<file path="src/rtl/inv_sqrt_vec.sv">
// inv_sqrt_vec: vectorised G.729 Inv_sqrt engine walking scratch memory from L_xAddr to L_yAddr.
// Define INV_SQRT_ROM_EN to use an internal tabsqr ROM instead of constant-memory fetches.
module inv_sqrt_vec #(
   parameter int ADDR_W = 11,
   parameter int CADDR_W = 12,
   parameter int LEN_W = 6,
   parameter logic [CADDR_W-1:0] TAB_BASE = '0
) (
   input  logic clk,
   input  logic reset,
   input  logic start,
   input  logic [ADDR_W-1:0] L_xAddr,
   input  logic [ADDR_W-1:0] L_yAddr,
   input  logic [LEN_W-1:0] len,
   input  logic [31:0] memIn,
   output logic [ADDR_W-1:0] memReadAddr,
   output logic [ADDR_W-1:0] memWriteAddr,
   output logic [31:0] memOut,
   output logic memWriteEn,
   output logic [CADDR_W-1:0] constantMemAddr,
   input  logic [31:0] constantMemIn,
   output logic busy,
   output logic done
);
   typedef enum logic [3:0] {IDLE, RD, LATCH, NORM, TAB0, TAB1, CALC, WR, DONE} stateT;
   stateT state;
   logic [ADDR_W-1:0] xBase, yBase;
   logic [LEN_W-1:0] lenReg, k, kNext;
   logic [31:0] x, xs, xsAdj, prod, msu, calcRes;
   logic [4:0] n, eComb, e;
   logic [5:0] iComb, i;
   logic [14:0] aComb, a;
   logic [15:0] tLo, tHi, tmp;
   logic [32:0] diff;

   always_comb begin
      n = '0;
      for (int b = 0; b < 31; b++) if (x[b]) n = 5'(30 - b);
   end

   assign xs = x << n;
   assign xsAdj = n[0] ? xs : xs >> 1;
   assign eComb = ((5'd30 - n) >> 1) + 5'd1;
   assign iComb = xsAdj[30:25] - 6'd16;
   assign aComb = xsAdj[24:10];
   assign kNext = k + LEN_W'(1);

`ifdef INV_SQRT_ROM_EN
   localparam logic [15:0] TABSQR [49] = '{
      16'd32767, 16'd31790, 16'd30894, 16'd30070, 16'd29309, 16'd28602, 16'd27945, 16'd27330, 16'd26755, 16'd26214,
      16'd25705, 16'd25225, 16'd24770, 16'd24339, 16'd23930, 16'd23541, 16'd23170, 16'd22817, 16'd22479, 16'd22155,
      16'd21845, 16'd21548, 16'd21263, 16'd20988, 16'd20724, 16'd20470, 16'd20225, 16'd19988, 16'd19760, 16'd19539,
      16'd19326, 16'd19119, 16'd18919, 16'd18725, 16'd18536, 16'd18354, 16'd18176, 16'd18004, 16'd17837, 16'd17674,
      16'd17515, 16'd17361, 16'd17211, 16'd17064, 16'd16921, 16'd16782, 16'd16646, 16'd16514, 16'd16384};
   assign tLo = TABSQR[i];
   assign tHi = TABSQR[i + 6'd1];
   assign constantMemAddr = '0;
`else
   logic [15:0] t0, t1;
   logic [CADDR_W-1:0] cAddrHold;
   assign tLo = t0;
   assign tHi = t1;
   // first table address leaves straight from NORM so the word arrives in TAB0
   assign constantMemAddr = (state == NORM) ? TAB_BASE + CADDR_W'(iComb) : cAddrHold;
`endif

   // a is only 15 bits wide, so the L_mult step can never saturate
   assign tmp = tLo - tHi;
   assign prod = ({{16{tmp[15]}}, tmp} * {17'd0, a}) << 1;
   assign diff = {tLo[15], tLo, 16'h0000} - {prod[31], prod};
   assign msu = (diff[32] != diff[31]) ? (diff[32] ? 32'h80000000 : 32'h7FFFFFFF) : diff[31:0];
   assign calcRes = $signed(msu) >>> e;

   always_ff @(posedge clk) begin
      if (reset) begin
         state <= IDLE;
         busy <= 1'b0;
         done <= 1'b0;
         memWriteEn <= 1'b0;
         memReadAddr <= '0;
         memWriteAddr <= '0;
         memOut <= '0;
         xBase <= '0;
         yBase <= '0;
         lenReg <= '0;
         k <= '0;
         x <= '0;
         e <= '0;
         i <= '0;
         a <= '0;
`ifndef INV_SQRT_ROM_EN
         t0 <= '0;
         t1 <= '0;
         cAddrHold <= '0;
`endif
      end else begin
         memWriteEn <= 1'b0;
         case (state)
            IDLE: if (start) begin
               xBase <= L_xAddr;
               yBase <= L_yAddr;
               lenReg <= len;
               k <= '0;
               busy <= 1'b1;
               memReadAddr <= (len == '0) ? memReadAddr : L_xAddr;
               state <= (len == '0) ? DONE : RD;
            end
            RD: state <= LATCH;
            LATCH: begin
               x <= memIn;
               if (memIn[31] || memIn == '0) begin
                  memOut <= 32'h3FFFFFFF;
                  memWriteAddr <= yBase + ADDR_W'(k);
                  memWriteEn <= 1'b1;
                  state <= WR;
               end else state <= NORM;
            end
            NORM: begin
               e <= eComb;
               i <= iComb;
               a <= aComb;
`ifdef INV_SQRT_ROM_EN
               state <= CALC;
`else
               cAddrHold <= TAB_BASE + CADDR_W'(iComb) + CADDR_W'(1);
               state <= TAB0;
`endif
            end
`ifndef INV_SQRT_ROM_EN
            TAB0: begin
               t0 <= constantMemIn[15:0];
               state <= TAB1;
            end
            TAB1: begin
               t1 <= constantMemIn[15:0];
               state <= CALC;
            end
`endif
            CALC: begin
               memOut <= calcRes;
               memWriteAddr <= yBase + ADDR_W'(k);
               memWriteEn <= 1'b1;
               state <= WR;
            end
            WR: begin
               k <= kNext;
               if (kNext == lenReg) begin
                  state <= DONE;
                  done <= 1'b1;
                  busy <= 1'b0;
               end else begin
                  state <= RD;
                  memReadAddr <= xBase + ADDR_W'(kNext);
               end
            end
            // an empty vector enters with done low and spends one extra cycle here
            DONE: begin
               done <= !done;
               busy <= 1'b0;
               state <= done ? IDLE : DONE;
            end
            default: state <= IDLE;
         endcase
      end
   end
endmodule

</file>
<file path="config.mk">
export PLATFORM = sky130hd
export DESIGN_NAME = inv_sqrt_vec
export DESIGN_NICKNAME = d
export VERILOG_FILES = /design/src/rtl/inv_sqrt_vec.sv
export SDC_FILE = /design/constraint.sdc
export NUM_CORES = 1
export LEC_CHECK = 0
export CAP_MARGIN = 5
export CORE_MARGIN = 10
export CORE_UTILIZATION = 50
export CTS_CLUSTER_SIZE = 16
export DETAILED_ROUTE_END_ITERATION = 7
export MAX_ROUTING_LAYER = met4
export PLACE_DENSITY = 0.69
export SYNTH_ARGS = -nofsm -noshare
export SYNTH_HDL_FRONTEND = slang
export SYNTH_SLANG_ARGS = --single-unit
</file>
<file path="constraint.sdc">
create_clock -name clk -period 34 [get_ports clk]
set_input_delay 5.1 -clock clk [delete_from_list [all_inputs] [get_ports clk]]
set_output_delay 5.1 -clock clk [all_outputs]
set_load 0.05 [all_outputs]
</file>
# After elaboration in Yosys (flattened, before gate mapping)
# Index checks and enable logic that the tools add are counted.
# Widths: inputs -> output; s select.
# word_totals
reg_bits	191
inputBits	95
output_inout_bits	69
elab_cells	117
# classes
add_sub_neg	9
mul	1
n_eq_ne	15
shift	2
n_mux	58
n_reduce_logical	15
# ops
op	n
$mux 5	31
$mux 32	3
$pmux 32 s2	1
$mux 11	4
$pmux 11 s2	2
$pmux 4 s9	1
$sub 32x32->33	1
$logic_not 32->1	1
$shl 32x5->32	1
$sshr 32x5->32	1
$mul 16x16->31	1
$mux 31	1
$add 11x6->11	2
$eq 4x3->1 const B	4
$mux 4	4
$sub 16x16->16	1
$mux 12	1
$pmux 6 s2	1
$ne 2x2->1 const B	5
$eq 4x2->1 const B	2
$reduce_and 2->1	4
$add 6x1->7 const B	1
$add 6x1->6 const B	1
$eq 6x6->1	1
19 further kinds	25

# Longest topological paths before layout
# logic_depth
ltp_word	35
depth_mapped	64
depth_no_buf	59

# Worst setup path after synthesis
# OpenSTA, ideal clock, no wires.
# synth_path
kind	reg-to-reg
startpoint	register t0[0]
endpoint	register memOut[12]
arrival_ns	11.956
t_required_ns	33.942
slack_ns	21.986
stages_incl_launch_ff	59
synth_period_minus_slack_ns	12.014
cell_sequence	dfxtp_1 -> inv_1 -> ha_1 -> fa_1 -> nor2b_1 -> o21ai_0 -> a21boi_0 -> o21ai_0 -> a21boi_0 -> o21ai_0 -> a21boi_0 -> o21ai_0 -> a21boi_0 -> o21ai_0 -> nand2_1 -> xor2_1 -> clkbuf_1 -> nand2_1 -> [... 23 more ...] -> o21bai_1 -> a21oi_1 -> o21bai_1 -> a21oi_1 -> o211a_1 -> nor2_1 -> a21oi_2 -> clkinv_1 -> ha_1 -> clkbuf_1 -> inv_1 -> or4_1 -> mux2_2 -> o221a_2 -> nand2_1 -> o21ai_0 -> a2111oi_0 -> o21a_1
# synth_via
elab_chain_cells	7
word_cells_on_any_way	8
classes_between	2 x add/sub; 1 x mul; 1 x eq/ne; 1 x shift; 3 x mux
# synth_lines
item	line	rtl
start: declaration	59	logic [15:0] t0, t1;
start signal: assignment	131	t0 <= constantMemIn[15:0];
$sub 16x16->16	68	assign tmp = tLo - tHi;
$mul 16x16->31	69	assign prod = ({{16{tmp[15]}}, tmp} * {17'd0, a}) << 1;
$sub 32x32->33 *	70	assign diff = {tLo[15], tLo, 16'h0000} - {prod[31], prod};
$mux 32 or $ne 1x1->1 (tied branches)	71	assign msu = (diff[32] != diff[31]) ? (diff[32] ? 32'h80000000 : 32'h7FFFFFFF) : diff[31:0];
$mux 32 *	71	
$sshr 32x5->32 *	72	assign calcRes = $signed(msu) >>> e;
$pmux 32 s2 *	98	case (state)
end signal: assignment	140	memOut <= calcRes;
end: declaration	18	output logic [31:0] memOut,
# Mark *: on every way between the ends. The rest lies on a longest branch, timed or not.
# A chain may end at the register's enable or synchronous reset.

# Final worst setup path
# layout_path
startpoint	register t0[0]
endpoint	register memOut[5]
# Same word-level chain as after synthesis.

==> impl_metrics.env <==
export IMPL_cpMaxStageDelayCell="a21o_1"
export IMPL_synth_async_reset_ratio_pct=0
export IMPL_row_count=79
export IMPL_cts_buffers=17
export IMPL_firstDrtPassIters=6
export IMPL_die_y_um=238
export IMPL_ys_ff_latch=186
export IMPL_maxCapViolations=0
export IMPL_hpwl_mm=54.7
export IMPL_path_common_cell="o21ai_0"
export IMPL_syn2layout_area_growth_pct=9.72
export IMPL_reg2reg_depth=56
export IMPL_cpPeakStageDelay_ns=0.59
export IMPL_gp_congestion=0.951
export IMPL_crit_path_start="t0[0]$_SDFFE_PP0P_"
export IMPL_drc=0
export IMPL_critPathRequiredTime_ns=34.36
export IMPL_grt_antenna_before_repair=0
export IMPL_period_needed_ns=14.71
export IMPL_rsz0062_at_grt="no"
export IMPL_clk_latency_ns=0.46
export IMPL_drive_gt1_share_pct=4.87
export IMPL_start_util_pct=50.8
export IMPL_reg2reg_slack_ns=19.29
export IMPL_synth_distinct_cells=105
export IMPL_min_to="t1[6]$_SDFFE_PP0P_"
export IMPL_fin_nets=3555
export IMPL_antenna_left=0
export IMPL_crit_path_start_kind="flip-flop"
export IMPL_drt_initial_drc_count=1773
export IMPL_final_common_cell="nand2_1"
export IMPL_period_share_pct=43.3
export IMPL_worstSetupPathType="flip-flop to flip-flop"
export IMPL_ys_seq_area_share_pct=15.6
export IMPL_critPathArrivalTime_ns=15.08
export IMPL_tightest_slew_ns=1.22
export IMPL_finalSetupTns_ns=0
export IMPL_cp_max_fo=26
export IMPL_ir_drop_mv=0.228
export IMPL_clock_fmax_mhz=68.0
export IMPL_grt_max_degree=100
export IMPL_status="complete, no violations"
export IMPL_cts_hold_fix_buffers=0
export IMPL_dieArea_um2=56700
export IMPL_grt_pass1_vias=22200
export IMPL_ctsLongestPathBuffers=2
export IMPL_dieWidth_um=238
export IMPL_clk_pin_slew_ns=0.08
export IMPL_vias_per_cell=5.91
export IMPL_min_path_type="flip-flop to flip-flop"
export IMPL_io_pins=164
export IMPL_syn_area_per_cell_um2=7.72
export IMPL_r2r_end="memOut[5]$_SDFFE_PP0P_"
export IMPL_ctsResizeCount=0
export IMPL_skew_ns=0.0191
export IMPL_r2r_start="t0[0]$_SDFFE_PP0P_"
export IMPL_post_cts_buffers=0
export IMPL_max_slew_margin_pct=18.5
export IMPL_ys_warn_count=0
export IMPL_finalSetupViolCount=0
export IMPL_overflow=0
export IMPL_synth_edf_count=0
export IMPL_grt_pass1_wl_mm=117
export IMPL_hold_slack_ns=0.456
export IMPL_portBuffers=142
export IMPL_netlist_instances=3081
export IMPL_synth_ff_type="dfxtp_1"
export IMPL_p_per_area_nw_per_um2=90.9
export IMPL_grt_usage_pct=25.7
export IMPL_holdCritStartpoint="t1[6]$_SDFFE_PP0P_"
export IMPL_routed_wl_mm=70.9
export IMPL_final_max_slew_viol_count=0
export IMPL_cts_tree="built"
export IMPL_clock_root_buffer="clkbuf_16"
export IMPL_diodes=0
export IMPL_hold_depth=2
export IMPL_synth_area_um2=23800
export IMPL_core_area_um2=46900
export IMPL_cellLeakagePower_nw=11.3
export IMPL_h_tree_depth=4
export IMPL_mostFrequentLayoutCells="467 x nand2_1, 353 x inv_1, 247 x a21oi_1, 244 x fa_1, 215 x nor2_1"
export IMPL_cts_sinks=186
export IMPL_vias=21900
export IMPL_end_kind="flip-flop"
export IMPL_routedWlPerCell_um=19.1
export IMPL_finalHoldViolations=0
==> logic make-up (layout without fill, tap and decap cells) <==
kind of cell    after synthesis  after routing  synth area share [%]
simple gates               1109           1109                  21.6
buf+inv                     548            563                  8.88
compound gates              690            690                  19.5
mux                          92             92                  4.05
xor+xnor                     82             82                  3.05
other cells                   1              5                0.0158
fa+ha+maj                   373            373                  27.3
flops                       186            186                  15.6
==> per-stage QoR <==
stage / utilization, % / power (mW) / worst slack, ns / instances / area, um2
final: 55.7 / 2.37 / 19.29 / 3707 / 26100
after global routing: 55.7 / 2.51 / 18.35 / 3707 / 26100
after CTS: 55.7 / 2.32 / 19.52 / 3707 / 26100
after detailed placement: 54.5 / 2.10 / 19.61 / 3675 / 25500
after global placement: 54.5 / 2.10 / 19.93 / 3675 / 25500
after floorplan: - / 1.56 / 21.99 / 3085 / 23800
==> power breakdown <==
group	leakage [nW]	switching [mW]	total, mW	internal [mW]
Combinational	9.54	1.27	1.90	0.627
Clock	0.290	0.103	0.208	0.104
Sequential	1.51	0.0268	0.264	0.237
==> worst max-delay path: cells and delay by family, from the launching register on <==
kind | cells | cell delay, ns
AOI/OAI and AO/OA | 26 | 6.20
adders and majority gates | 11 | 5.12
DFF | 1 | 0.36
buffers and inverters | 9 | 1.47
muxes | 1 | 0.11
xor gates and xnor gates | 2 | 0.36
and+or+nand+nor | 7 | 0.96
==> final cells by class <==
cell class                 count  area (um2)
tap                          607         759
sequential                   186        3720
clock buffer                  17         425
inverter                     354        1330
clock inverter                15         165
timing repair buffer         177        1690
fill                        4456       20700
multi-input combinational   2351       18000
==> cell usage after synthesis, types with 8 or more instances <==
| library cell | number | area, um2 |
|---|---|---|
| or3_1 | 16 | 100 |
| a31oi_1 | 24 | 150 |
| mux2_2 | 21 | 236 |
| nand3_1 | 67 | 335 |
| dfxtp_1 | 186 | 3720 |
| mux2i_1 | 69 | 691 |
| o21ai_0 | 83 | 415 |
| xnor2_1 | 51 | 447 |
| buf_2 | 12 | 60.1 |
| nand4_1 | 21 | 131 |
| fa_1 | 244 | 4880 |
| a21oi_1 | 247 | 1240 |
| and3_1 | 17 | 106 |
| o21bai_1 | 13 | 97.6 |
| a211oi_1 | 57 | 428 |
| nor3_1 | 61 | 305 |
| o2111ai_1 | 8 | 70.1 |
| clkbuf_1 | 159 | 597 |
| nor2b_1 | 46 | 288 |
| nand2_1 | 467 | 1750 |
| a211o_1 | 17 | 149 |
| o22ai_1 | 14 | 87.6 |
| nand2b_1 | 25 | 156 |
| a21o_1 | 25 | 188 |
| a2111oi_0 | 12 | 105 |
| buf_1 | 13 | 48.8 |
| o221ai_1 | 13 | 114 |
| nor4_1 | 27 | 169 |
| xor2_1 | 30 | 263 |
| ha_1 | 129 | 1610 |
| nor2_1 | 219 | 822 |
| o211ai_1 | 25 | 188 |
| a21boi_0 | 9 | 67.6 |
| inv_1 | 353 | 1330 |
| and2_1 | 104 | 651 |
| o31ai_1 | 8 | 60.1 |
| o21a_1 | 19 | 143 |
==> worst max-delay path by stage <==
stage / end / slack [ns]
2_1_floorplan: memOut[12]$_SDFFE_PP0P_ / 21.99
6_report: memOut[5]$_SDFFE_PP0P_ / 19.29
5_1_grt: memOut[12]$_SDFFE_PP0P_ / 18.35
3_5_place_dp: memOut[5]$_SDFFE_PP0P_ / 19.61
4_1_cts: memOut[5]$_SDFFE_PP0P_ / 19.52
3_3_place_gp: memOut[5]$_SDFFE_PP0P_ / 19.93
==> per-layer routing <==
metal | global-route usage (%) | part of all wire [%] | vias to the layer above
li1 | - | - | 10400
met1 | 32.7 | 44 | 10600
met2 | 41.5 | 47 | 749
met3 | 3.52 | 6.2 | 123
met4 | 8.43 | 2.7 | 0
met5 | - | 0 | -
==> flip-flops by register name (all words and copies together), names as in the netlist <==
name and cells:
busy 1, yBase 11, xBase 11, state 4, done 1, t1 16
x 32, lenReg 6, k 6, memOut 32, memWriteEn 1, memWriteAddr 11
e 5, cAddrHold 7, a 15, memReadAddr 11, t0 16
(Power assumes the default switching activity.)
